File: src/rtl/simon_decrypt.sv
// Iterative Simon 32/64 decryption core, one round per cycle.
// Optional key cache: define SIMON_DECRYPT_KEYCACHE_EN.
module simon_decrypt #(
  parameter int N         = 32,
  parameter int KEY_WORDS = 4,
  parameter int ROUNDS    = 32
) (
  input  logic                      clk,
  input  logic                      rst,
  input  logic                      en,
  input  logic                      start,
  input  logic [N-1:0]              ciphertext,
  input  logic [16*KEY_WORDS-1:0]   key,
  output logic [N-1:0]              plaintext,
  output logic                      busy,
  output logic                      done
);

  typedef enum logic [1:0] {
    IDLE,
    EXPAND,
    DECRYPT,
    DONE
  } state_t;

  localparam logic [4:0] R_LAST = 5'(ROUNDS - 1);
  localparam logic [4:0] E_LAST = 5'(ROUNDS - KEY_WORDS - 1);
  // z0 bits 0..31; later bits are never needed for 32 rounds
  localparam logic [0:31] Z0 = 32'b1111_1010_0010_0101_0110_0001_1100_1101;

  function automatic logic [15:0] f_rnd(input logic [15:0] v);
    return ({v[14:0], v[15]} & {v[7:0], v[15:8]})
         ^ {v[13:0], v[15:14]};
  endfunction

  function automatic logic [15:0] ks_tmp(
    input logic [15:0] k1,
    input logic [15:0] k3
  );
    logic [15:0] t;
    t = {k3[2:0], k3[15:3]} ^ k1;
    return t ^ {t[0], t[15:1]};
  endfunction

  state_t      state_q, state_d;
  logic [4:0]  cnt_q, cnt_d;
  logic [15:0] x_q, x_d;
  logic [15:0] y_q, y_d;
  logic [63:0] w_q, w_d;
  logic [31:0] pt_q, pt_d;

  logic [4:0]  zi_inv;
  logic [15:0] k_fwd;
  logic [15:0] k_inv;
  logic [15:0] y_new;

`ifdef SIMON_DECRYPT_KEYCACHE_EN
  logic [63:0] ck_key_q, ck_key_d;
  logic [63:0] ck_win_q, ck_win_d;
  logic        ck_vld_q, ck_vld_d;
`endif

  // Window below r=4 fills with unused words; z index wraps harmlessly
  assign zi_inv = cnt_q - 5'd4;
  assign k_fwd  = ~w_q[15:0] ^ ks_tmp(w_q[31:16], w_q[63:48])
                ^ {15'd0, Z0[cnt_q]} ^ 16'd3;
  assign k_inv  = ~(w_q[63:48] ^ ks_tmp(w_q[15:0], w_q[47:32])
                ^ {15'd0, Z0[zi_inv]} ^ 16'd3);
  assign y_new  = x_q ^ f_rnd(y_q) ^ w_q[63:48];

  always_comb begin
    state_d = state_q;
    cnt_d   = cnt_q;
    x_d     = x_q;
    y_d     = y_q;
    w_d     = w_q;
    pt_d    = pt_q;
`ifdef SIMON_DECRYPT_KEYCACHE_EN
    ck_key_d = ck_key_q;
    ck_win_d = ck_win_q;
    ck_vld_d = ck_vld_q;
`endif
    if (en) begin
      unique case (state_q)
        IDLE: begin
          if (start) begin
            x_d = ciphertext[31:16];
            y_d = ciphertext[15:0];
`ifdef SIMON_DECRYPT_KEYCACHE_EN
            if (ck_vld_q && key == ck_key_q) begin
              w_d     = ck_win_q;
              cnt_d   = R_LAST;
              state_d = DECRYPT;
            end else begin
              w_d      = key;
              cnt_d    = 5'd0;
              state_d  = EXPAND;
              ck_key_d = key;
              ck_vld_d = 1'b0;
            end
`else
            w_d     = key;
            cnt_d   = 5'd0;
            state_d = EXPAND;
`endif
          end
        end
        EXPAND: begin
          w_d   = {k_fwd, w_q[63:16]};
          cnt_d = cnt_q + 5'd1;
          if (cnt_q == E_LAST) begin
            cnt_d   = R_LAST;
            state_d = DECRYPT;
`ifdef SIMON_DECRYPT_KEYCACHE_EN
            ck_win_d = {k_fwd, w_q[63:16]};
            ck_vld_d = 1'b1;
`endif
          end
        end
        DECRYPT: begin
          x_d = y_q;
          y_d = y_new;
          if (cnt_q != 5'd0) begin
            w_d   = {w_q[47:0], k_inv};
            cnt_d = cnt_q - 5'd1;
          end else begin
            pt_d    = {y_q, y_new};
            state_d = DONE;
          end
        end
        DONE: state_d = IDLE;
      endcase
    end
  end

  always_ff @(posedge clk) begin
    if (rst) begin
      state_q <= IDLE;
      cnt_q   <= '0;
      x_q     <= '0;
      y_q     <= '0;
      w_q     <= '0;
      pt_q    <= '0;
    end else begin
      state_q <= state_d;
      cnt_q   <= cnt_d;
      x_q     <= x_d;
      y_q     <= y_d;
      w_q     <= w_d;
      pt_q    <= pt_d;
    end
  end

`ifdef SIMON_DECRYPT_KEYCACHE_EN
  always_ff @(posedge clk) begin
    if (rst) begin
      ck_key_q <= '0;
      ck_win_q <= '0;
      ck_vld_q <= 1'b0;
    end else begin
      ck_key_q <= ck_key_d;
      ck_win_q <= ck_win_d;
      ck_vld_q <= ck_vld_d;
    end
  end
`endif

  assign plaintext = pt_q;
  assign busy      = (state_q != IDLE);
  assign done      = (state_q == DONE);

endmodule

File: config.mk
export PLATFORM = sky130hd
export DESIGN_NAME = simon_decrypt
export DESIGN_NICKNAME = d
export VERILOG_FILES = /design/src/rtl/simon_decrypt.sv
export SDC_FILE = /design/constraint.sdc
export NUM_CORES = 1
export LEC_CHECK = 0
export CORE_ASPECT_RATIO = 0.8
export CORE_MARGIN = 3
export CORE_UTILIZATION = 60
export CTS_BUF_LIST = sky130_fd_sc_hd__clkbuf_8
export CTS_CLUSTER_DIAMETER = 50
export CTS_CLUSTER_SIZE = 24
export DETAILED_ROUTE_END_ITERATION = 10
export PLACE_DENSITY = 0.88
export SYNTH_ARGS = -nofsm -noshare
export SYNTH_HDL_FRONTEND = slang
export SYNTH_SLANG_ARGS = --single-unit
File: constraint.sdc
create_clock -name clk -period 6.17 [get_ports clk]
set_input_delay 0.9255 -clock clk [delete_from_list [all_inputs] [get_ports clk]]
set_output_delay 0.9255 -clock clk [all_outputs]
set_load 0.02 [all_outputs]
==> impl_metrics.yaml <==
floorplanning:
  io_pins: 134
  die_area_um2: 15000
  core_um2: 13100
  core.rowCount: 37
  start_util: 0.624
  die_w_um: 136
  fp.dieH_um: 110
synth:
  synthMuxAreaShare: 0.0275
  synth_edf_count: 0
  synthXorXnorAreaFrac: 0.184
  yosys_warnings: 0
  synthTopCellsByArea: "dfxtp_1, nand2_1, a21oi_1"
  yosysTopAreaCellShare: 0.332
  synth_flop_cell: "dfxtp_1"
  ys_types: 49
  synth_cells: 942
  synth-async-reset-ratio: 0
  synth-compound-area-share: 0.229
  synth_fa_ha_area_frac: 0.0215
  yosysMostFrequentCell: "nand2_1"
  ys_seq_elements: 135
  synth_top_cell_by_area: "dfxtp_1"
  synth_nets: 1056
  avgSynthCellArea_um2: 8.64
  yosysSeqAreaShare: 0.332
  synthTopCellsByCount: "nand2_1, dfxtp_1, a21oi_1"
  yosys.area_share.simple: 0.153
  syn_area_um2: 8140
  synth_top_family_by_area: "compound AO/OA/AOI/OAI gates"
clock_network:
  worstSkewPairLatency_ns: 0.46
  cts_tree: "built"
  path_clk_slew_ns: 0.09
  cts-root-buf: "clkbuf_8"
  cts_hold_buf: 0
  numCtsBuffers: 17
  h-tree-depth: 4
  cts.path.max_buffers: 2
  cts_resized: 0
  post_cts_buffers: 0
  clkSinkCount: 135
pwr:
  p_comb_frac: 0.305
  p_seq_frac: 0.398
  powerDensity_nw_per_um2: 271
  leakagePower_uw: 0.00356
  intPower_uw: 1730
  clock_power_share: 0.297
  vdd_drop_max_mv: 0.173
  p_switching_uw: 927
  finalPower_uw: 2650
  p_sw_frac: 0.349
global_route:
  grt_overflow: 0
  grt_max_degree: 105
  grt_pass1_wl_um: 36500
  grt_use_total: 0.311
  antenna_found_initial: 0
  grt_pass1_vias: 6886
critical_path:
  rr_endpoint: "w_q[48]"
  startpoint_type: "register"
  critical-path-top-delay-family: "simple AND/OR/NAND/NOR gates"
  r2r-start: "cnt_q[2]"
  critical_path.endpoint_type: "register"
  path_buf_inv: 1
  crit_path_top_delay_cell: "and4bb_2"
  r2r_setup_slack_ns: 3.26
  critPathMaxStageDelay_ns: 0.93
  crit_chain: "inv_1 > ha_1 > and4b_1 > and4bb_2 > nand3_1 > a31oi_1 > nor4_1"
  crit_required_ns: 6.47
  arrival_ns: 3.21
  crit_path_max_fanout: 36
  path_class: "reg2reg"
  reg2regPathDepth: 7
timing:
  worstMarginPinSlew_ns: 1.34
  rsz0062_at_grt: "false"
  setup_tns_ns: 0
  setup_viol: 0
  relSlewSlack: 0.108
  max_freq_ghz: 0.344
  min_period_over_period: 0.471
  skew_ns: 0.0181
  fin_crit_ns: 2.91
  hold_viol_final: 0
  finalMaxSlewViolations: 0
final_layout:
  final_util: 0.750
  final_area_um2: 9790
  diodes: 0
  drive_above_1_share: 0.0496
  area_delta_synth_final_pct: 20.2
  final_nets: 1130
  fin_cells: 1204
run_status:
  status: "finished clean"
hold_path:
  hold_path.class: "reg2reg"
  hold_start: "plaintext[22]"
  hold_depth: 2
  hold_path_end: "plaintext[22]"
detailed_routing:
  drt_iter0_drc: 1095
  ant_nets: 0
  firstDrtPassIters: 6
  num_vias: 7580
  wl_per_cell_um: 19.6
  totalWireLength_um: 23600
  drc: 0
  viasPerCell: 6.30
run:
  cap_violations: 0
placed_design:
  dpl_cell_area_um2: 9370
  portBuffers: 133
  dp_cells: 1172
  gp_congestion: 0.912
  hpwl_um: 15500
-- worst register-to-register path, stage by stage (launching register included) --
cell and delay, ns:
dfxtp_1 0.62, inv_1 0.23, ha_1 0.30, and4b_1 0.26, and4bb_2 0.94, nand3_1 0.19
a31oi_1 0.18, nor4_1 0.06
-- cell usage in the layout (no fill, tap or decap), types with 6 or more instances in the layout --
cell type        count
buf_4                8
a211oi_1            35
nand2_1            149
xnor3_1             22
mux2i_1             19
xor2_1              26
dfxtp_1            135
inv_1               10
clkdlybuf4s50_1    132
a21oi_1            108
xor3_1               9
nor2_1              83
a221oi_1            33
xnor2_1             62
o211ai_1            38
clkbuf_8            17
or3_1               34
a221o_1             24
a211o_1             18
inv_6                6
ha_1                11
-- sequential cells by signal, summed over array words and instances, names as in the netlist --
name,cells
cnt_q,5
plaintext,32
state_q,2
w_q,64
x_q,16
y_q,16
-- power by group through the flow --
stage / combinational [uW] / clock (uW) / sequential (uW)
4_1_cts: 798 / 790 / 1050
2_1_floorplan: 608 / 0 / 1030
3_3_place_gp: 770 / 0 / 1070
5_1_grt: 872 / 826 / 1060
3_5_place_dp: 789 / 0 / 1070
6_report: 809 / 788 / 1060
-- worst max path at each step --
| stage | start | endpoint | slack [ns] | depth (start not counted) |
|---|---|---|---|---|
| CTS | cnt_q[2] | w_q[0] | 3.31 | 7 |
| global placement | start | x_q[8] | 3.19 | 6 |
| detailed placement | start | x_q[3] | 3.07 | 6 |
| global route | cnt_q[2] | w_q[0] | 3.10 | 7 |
| finish | cnt_q[2] | w_q[48] | 3.26 | 7 |
| floorplan | start | y_q[10] | 4.09 | 6 |
-- through the flow --
| stage | worst slack [ns] | hold WS, ns |
|---|---|---|
| detailed placement | 3.07 | 0.448 |
| CTS | 3.31 | 0.461 |
| global placement | 3.19 | 0.444 |
| global route | 3.10 | 0.478 |
| finish | 3.26 | 0.457 |
| floorplan | 4.09 | 0.469 |
-- layout make-up --
cell class	instances	area [um^2]
flip-flops and latches	135	2700
clock inverters	15	184
inverters	11	41.3
fillers	973	3270
repair buffers	140	1380
multi-input cells	711	5030
clock buffers	17	234
well taps	175	219
-- per-layer routing --
layer | up-vias | global-route usage | part of all wire
li1 | 3521 | - | -
met1 | 3528 | 0.452 | 0.42
met2 | 463 | 0.461 | 0.44
met3 | 68 | 0.0672 | 0.12
met4 | 0 | 0.104 | 0.030
met5 | - | 0 | 0
-- cell families after synthesis --
group                      Yosys count
AOI/OAI and AO/OA                  269
xor gates and xnor gates           120
DFF                                135
buffers and inverters               96
adders and majority gates           14
and+or+nand+nor                    287
muxes                               21
Power figures use the tool's default switching activity.
